File: src/rtl/xor_cipher_pkg.sv
// Shared definitions for the XOR cipher chain: sequencer state encoding and default datapath sizes.
package xor_cipher_pkg;

  localparam int STATE_W      = 3;
  localparam int KEY_SIZE_DEF = 32;
  localparam int MSG_SIZE_DEF = 512;

  typedef enum logic [STATE_W-1:0] {
    ST_IDLE      = 3'd0,
    ST_LOAD_KEY  = 3'd1,
    ST_LOAD_MSG  = 3'd2,
    ST_ENCRYPT   = 3'd3,
    ST_SERIALIZE = 3'd4,
    ST_DONE      = 3'd5,
    ST_ERROR     = 3'd6
  } seq_state_e;

  function automatic logic state_busy(input seq_state_e s);
    return !((s == ST_IDLE) || (s == ST_DONE) || (s == ST_ERROR));
  endfunction

endpackage

File: src/rtl/xor_seq_watchdog.sv
// Wait-state watchdog for the XOR cipher sequencer: counts enabled cycles, flags expiry at the limit.
module xor_seq_watchdog #(
  parameter int WIDTH = 12
) (
  input  logic             clk_i,
  input  logic             rst_i,
  input  logic             clr_i,
  input  logic             en_i,
  input  logic [WIDTH-1:0] limit_i,
  output logic             expire_o
);

  logic [WIDTH-1:0] cnt_q, cnt_d;

  // Saturates at the limit so a held expiry never wraps back to zero.
  always_comb begin
    cnt_d = cnt_q;
    if (clr_i) begin
      cnt_d = '0;
    end else if (en_i && (cnt_q != limit_i)) begin
      cnt_d = cnt_q + WIDTH'(1);
    end
  end

  always_ff @(posedge clk_i) begin
    if (rst_i) begin
      cnt_q <= '0;
    end else begin
      cnt_q <= cnt_d;
    end
  end

  assign expire_o = en_i && (cnt_q == limit_i);

endmodule

File: src/rtl/xor_cipher_sequencer.sv
// Job-level controller for the XOR cipher datapath: key load, message load, encrypt, serialize, done.
// Optional watchdog on the wait states is built when XOR_SEQ_TIMEOUT_EN is defined.
//
//   state     | meaning
//   IDLE      | no job, waiting for iStart
//   LOAD_KEY  | key deserializer window open, counting iEn bits
//   LOAD_MSG  | message deserializer window open, counting iEn bits
//   ENCRYPT   | waiting for iEncrypt_done
//   SERIALIZE | waiting for iSerial_end
//   DONE      | one-cycle completion pulse, may chain straight into the next job
//   ERROR     | watchdog expired, held until iAbort or iStart
module xor_cipher_sequencer
  import xor_cipher_pkg::*;
#(
  parameter int KEY_SIZE       = KEY_SIZE_DEF,
  parameter int MSG_SIZE       = MSG_SIZE_DEF,
  parameter int TIMEOUT_CYCLES = 2048
) (
  input  logic               iClk,
  input  logic               iRst,
  input  logic               iEn,
  input  logic               iStart,
  input  logic               iReuse_key,
  input  logic               iAbort,
  input  logic               iEncrypt_done,
  input  logic               iSerial_end,
  output logic               oLoad_key,
  output logic               oLoad_msg,
  output logic               oBusy,
  output logic               oDone,
  output logic               oError,
  output logic               oKey_held,
  output logic [STATE_W-1:0] oState
);

  localparam int               CNT_W    = $clog2(MSG_SIZE) + 1;
  localparam logic [CNT_W-1:0] KEY_LAST = CNT_W'(KEY_SIZE - 1);
  localparam logic [CNT_W-1:0] MSG_LAST = CNT_W'(MSG_SIZE - 1);

  seq_state_e       state_q, state_d;
  seq_state_e       start_tgt;
  logic [CNT_W-1:0] cnt_q, cnt_d;
  logic             key_held_q, key_held_d;
  logic             load_key_q, load_msg_q, busy_q, done_q;
  logic             wd_expire;

  assign start_tgt = (iReuse_key && key_held_q) ? ST_LOAD_MSG : ST_LOAD_KEY;

  always_comb begin
    state_d    = state_q;
    cnt_d      = cnt_q;
    key_held_d = key_held_q;
    if (iAbort) begin
      state_d = ST_IDLE;
      cnt_d   = '0;
      // a key cut off mid-load is unusable
      if (state_q == ST_LOAD_KEY) key_held_d = 1'b0;
    end else begin
      case (state_q)
        ST_IDLE: begin
          if (iStart) state_d = start_tgt;
        end
        ST_LOAD_KEY: begin
          if (iEn) begin
            if (cnt_q == KEY_LAST) begin
              cnt_d      = '0;
              key_held_d = 1'b1;
              state_d    = ST_LOAD_MSG;
            end else begin
              cnt_d = cnt_q + CNT_W'(1);
            end
          end
        end
        ST_LOAD_MSG: begin
          if (iEn) begin
            if (cnt_q == MSG_LAST) begin
              cnt_d   = '0;
              state_d = ST_ENCRYPT;
            end else begin
              cnt_d = cnt_q + CNT_W'(1);
            end
          end
        end
        ST_ENCRYPT: begin
          if (iEncrypt_done) begin
            state_d = iSerial_end ? ST_DONE : ST_SERIALIZE;
          end else if (wd_expire) begin
            state_d = ST_ERROR;
          end
        end
        ST_SERIALIZE: begin
          if (iSerial_end) begin
            state_d = ST_DONE;
          end else if (wd_expire) begin
            state_d = ST_ERROR;
          end
        end
        ST_DONE: begin
          state_d = iStart ? start_tgt : ST_IDLE;
        end
        ST_ERROR: begin
          if (iStart) state_d = start_tgt;
        end
        default: begin
          state_d = ST_IDLE;
          cnt_d   = '0;
        end
      endcase
    end
  end

  // Outputs are decoded from the next state so they come straight off flops.
  always_ff @(posedge iClk) begin
    if (iRst) begin
      state_q    <= ST_IDLE;
      cnt_q      <= '0;
      key_held_q <= 1'b0;
      load_key_q <= 1'b0;
      load_msg_q <= 1'b0;
      busy_q     <= 1'b0;
      done_q     <= 1'b0;
    end else begin
      state_q    <= state_d;
      cnt_q      <= cnt_d;
      key_held_q <= key_held_d;
      load_key_q <= (state_d == ST_LOAD_KEY);
      load_msg_q <= (state_d == ST_LOAD_MSG);
      busy_q     <= state_busy(state_d);
      done_q     <= (state_d == ST_DONE);
    end
  end

`ifdef XOR_SEQ_TIMEOUT_EN
  localparam int              WD_W     = $clog2(TIMEOUT_CYCLES + 1);
  localparam logic [WD_W-1:0] WD_LIMIT = WD_W'(TIMEOUT_CYCLES - 1);

  logic wd_clr, wd_en, error_q;

  assign wd_en  = (state_q == ST_ENCRYPT) || (state_q == ST_SERIALIZE);
  assign wd_clr = iAbort || (state_d != state_q);

  xor_seq_watchdog #(
    .WIDTH(WD_W)
  ) u_watchdog (
    .clk_i   (iClk),
    .rst_i   (iRst),
    .clr_i   (wd_clr),
    .en_i    (wd_en),
    .limit_i (WD_LIMIT),
    .expire_o(wd_expire)
  );

  // ERROR is only left via iAbort or iStart, so the flag tracks residence in ERROR.
  always_ff @(posedge iClk) begin
    if (iRst) begin
      error_q <= 1'b0;
    end else begin
      error_q <= (state_d == ST_ERROR);
    end
  end

  assign oError = error_q;
`else
  logic unused_timeout;

  assign unused_timeout = |TIMEOUT_CYCLES;
  assign wd_expire      = 1'b0;
  assign oError         = 1'b0;
`endif

  assign oLoad_key = load_key_q;
  assign oLoad_msg = load_msg_q;
  assign oBusy     = busy_q;
  assign oDone     = done_q;
  assign oKey_held = key_held_q;
  assign oState    = state_q;

endmodule

File: config.mk
export PLATFORM = sky130hd
export DESIGN_NAME = xor_cipher_sequencer
export DESIGN_NICKNAME = d
export VERILOG_FILES = /design/src/rtl/xor_cipher_pkg.sv /design/src/rtl/xor_seq_watchdog.sv /design/src/rtl/xor_cipher_sequencer.sv
export SDC_FILE = /design/constraint.sdc
export NUM_CORES = 1
export LEC_CHECK = 0
export ABC_AREA = 1
export CORE_ASPECT_RATIO = 1.1
export CORE_UTILIZATION = 39
export CTS_BUF_LIST = sky130_fd_sc_hd__clkbuf_4 sky130_fd_sc_hd__clkbuf_8 sky130_fd_sc_hd__clkbuf_16
export CTS_CLUSTER_DIAMETER = 40
export CTS_CLUSTER_SIZE = 12
export DETAILED_ROUTE_END_ITERATION = 6
export SLEW_MARGIN = 25
export SYNTH_ARGS = -nofsm -noshare
export SYNTH_HDL_FRONTEND = slang
export SYNTH_HIERARCHICAL = 1
export SYNTH_SLANG_ARGS = --single-unit
File: constraint.sdc
create_clock -name iClk -period 1.5 [get_ports iClk]
set_input_delay 0.3 -clock iClk [delete_from_list [all_inputs] [get_ports iClk]]
set_output_delay 0.3 -clock iClk [all_outputs]
set_load 0.01 [all_outputs]
==> flow_metrics.env, run 1 <==
export IMPL_status="finished, violations left"
export IMPL_violations="setup timing"
export IMPL_path_clk_slew_ns=0.11
export IMPL_rows=20
export IMPL_synth_area_per_cell_um2=6.47
export IMPL_yosys_warnings=6
export IMPL_grt_usage=0.196
export IMPL_cts_tree="yes"
export IMPL_nNetsFinal=227
export IMPL_area_delta_synth_final_pct=40.1
export IMPL_antenna_found_initial=0
export IMPL_start_util=0.410
export IMPL_ctsLongestPathBuffers=2
export IMPL_arrival_ns=1.70
export IMPL_finalWorstSetupSlack_ns=-0.00690
export IMPL_yosysUniqueCellTypes=27
export IMPL_cts_inserted_buffers=3
export IMPL_hold_viol_final=0
export IMPL_grt_start_max_net_pins=11
export IMPL_vias=1213
export IMPL_final_max_slew_viol_count=0
export IMPL_dieHeight_um=58.7
export IMPL_cp_end_kind="flop"
export IMPL_dr_first_iter_drc_count=38
export IMPL_grt_ovfl_total=0
export IMPL_ant_nets=0
export IMPL_antenna_cells=0
export IMPL_min_delay_path_class="reg -> reg"
export IMPL_post_route_min_period_ns=1.51
export IMPL_period_share=1.00
export IMPL_numClockSinks=18
export IMPL_syn_nets=185
export IMPL_max_cap_violations=0
export IMPL_htreeDepth=1
export IMPL_worstPathMaxFanout=7
export IMPL_core_area_mm2=0.00278
export IMPL_grt_pass1_wl_um=4570
export IMPL_drt_vias_per_instance=4.85
export IMPL_dp_slack_ns=-0.251
export IMPL_clk_latency_ns=0.30
export IMPL_die_x_um=53.5
export IMPL_routabilityCongestion=0.810
export IMPL_fmax_mhz=664
export IMPL_port_buffers=15
export IMPL_fin_hold_ws_ns=0.507
export IMPL_wl_per_cell_um=10.6
export IMPL_ios=17
export IMPL_yosys_register_bits=18
export IMPL_setup_viol=1
export IMPL_ir_drop_mv=0.450
export IMPL_cp_start_kind="flop"
export IMPL_ctsHoldBuffers=0
export IMPL_rsz0062_at_grt="true"
export IMPL_root_buffer="clkbuf_4"
export IMPL_dp_hpwl_um=2000
export IMPL_drc=0
export IMPL_nFillCells=274
export IMPL_reg2reg_setup_slack_ns=-0.007
export IMPL_drive_above_1_share=0.318
export IMPL_p_per_area_mw_per_mm2=582
export IMPL_clock_skew_ns=0.00498
export IMPL_dieArea_mm2=0.00314
export IMPL_netlist_area_mm2=0.00114
export IMPL_yosysSeqAreaShare=0.316
export IMPL_wirelength_um=2650
export IMPL_worstPathRequired_ns=1.69
export IMPL_synthCells=176
export IMPL_power_leakage_uw=0.000732
export IMPL_firstDrtPassIters=4
export IMPL_grt_pass1_vias=1090
export IMPL_crit_type="reg -> reg"
-- logic make-up after synthesis --
family	count (synthesis)	synth area share
AND/OR/NAND/NOR	108	0.452
adder cells (fa/ha/maj)	1	0.0110
other	1	0.00329
flip-flops	18	0.316
buffers and inverters	29	0.115
AO/OA/AOI/OAI	19	0.102
-- where the power goes --
part,internal [uW],switching (uW),leakage [uW],total [uW]
registers,480,3.70,0.000149,484
clock network,148,166,0.0000210,314
logic,65.5,65.4,0.000562,131
-- stage by stage --
stage | cells | setup TNS, ns | util | area [um^2] | total power, uW
floorplan | 176 | 0 | - | 1140 | 558
global placement | 239 | -1.50 | 0.517 | 1440 | 614
detailed placement | 239 | -1.85 | 0.517 | 1440 | 615
CTS | 251 | -0.582 | 0.573 | 1590 | 936
global route | 250 | -1.25 | 0.574 | 1600 | 963
finish | 250 | -0.00690 | 0.574 | 1600 | 929
-- critical path, cell delays in order (launching register included) --
cell and delay (ns):
dfxtp_2 0.37, ha_4 0.16, nand2_4 0.06, nor2_4 0.10
nand2_2 0.08, nor2_4 0.10, nand2_1 0.05, nand2_1 0.07
nand2_2 0.08, o21ai_4 0.26, a21oi_1 0.07
-- layout make-up --
cell class,count,area (um^2),area share
well taps,33,41.3,0.0259
clock buffers,4,36.3,0.0227
inverters,25,93.8,0.0588
flip-flops and latches,18,373,0.234
multi-input cells,129,701,0.439
repair buffers,41,350,0.220
-- placed cells by master, fill, tap and decap left out, types with 2 or more instances in the layout --
master	count
nor2_2	6
nor2_4	2
o21ai_0	7
buf_4	24
clkdlybuf4s50_1	10
nand3_1	19
a21oi_1	6
dfxtp_4	2
nand2_1	35
clkbuf_4	3
inv_2	4
nor2_1	25
inv_1	20
nand2_4	2
nor3_1	2
dfxtp_2	4
nor3_2	5
nand3_2	2
dlygate4sd2_1	4
nand2_2	7
dfxtp_1	12
buf_6	2
-- synthesized netlist by cell type, drive strengths merged --
cell	instances	area, um^2
a21boi	1	7.51
a21oi	7	35.0
a221oi	1	8.76
and3	1	6.26
buf	4	37.5
clkinv	1	3.75
conb	1	3.75
dfxtp	18	360
ha	1	12.5
inv	24	90.1
nand2	44	185
nand3	21	105
nand4	2	18.8
nor2	33	139
nor3	7	60.1
o21ai	10	65.1
-- metal layers --
metal | routed length, um | track usage | part of all wire
met1 | 1320 | 0.274 | 0.50
met2 | 1230 | 0.300 | 0.46
met3 | 67 | 0.0336 | 0.025
met4 | 30 | 0.0677 | 0.011
met5 | 0 | 0 | 0
-- state kept, by name, summed over array words and instances (netlist names) --
name and flops:
cnt_q 10, oDone 1, oLoad_msg 1, oLoad_key 1, oState 3, oBusy 1
oKey_held 1
-- final timing paths --
check	startpoint	to	cells after the start
setup / recovery	cnt_q[0]	cnt_q[5]	10
hold / removal	oKey_held	oKey_held	2
setup reg to reg	cnt_q[0]	cnt_q[5]	10
hold reg to reg	oKey_held	oKey_held	2
-- timing repair --
| action | CTS | global route |
|---|---|---|
| buffers inserted | 8 | 0 |
| pin swaps | 12 | 6 |
| resized for setup | 25 | 4 |
| setup endpoints to repair | 16 | 17 |
Power figures use the tool's default switching activity.
==> run 2, diff against run 1 <==
--- a/config.mk
+++ b/config.mk
@@ -6,6 +6,7 @@
 export NUM_CORES = 1
 export LEC_CHECK = 0
 export ABC_AREA = 1
+export CAP_MARGIN = 10
 export CORE_ASPECT_RATIO = 1.1
 export CORE_UTILIZATION = 39
 export CTS_BUF_LIST = sky130_fd_sc_hd__clkbuf_4 sky130_fd_sc_hd__clkbuf_8 sky130_fd_sc_hd__clkbuf_16
==> results of run 2 <==
The final DEF is identical to that of run 1; final timing and power are the same.
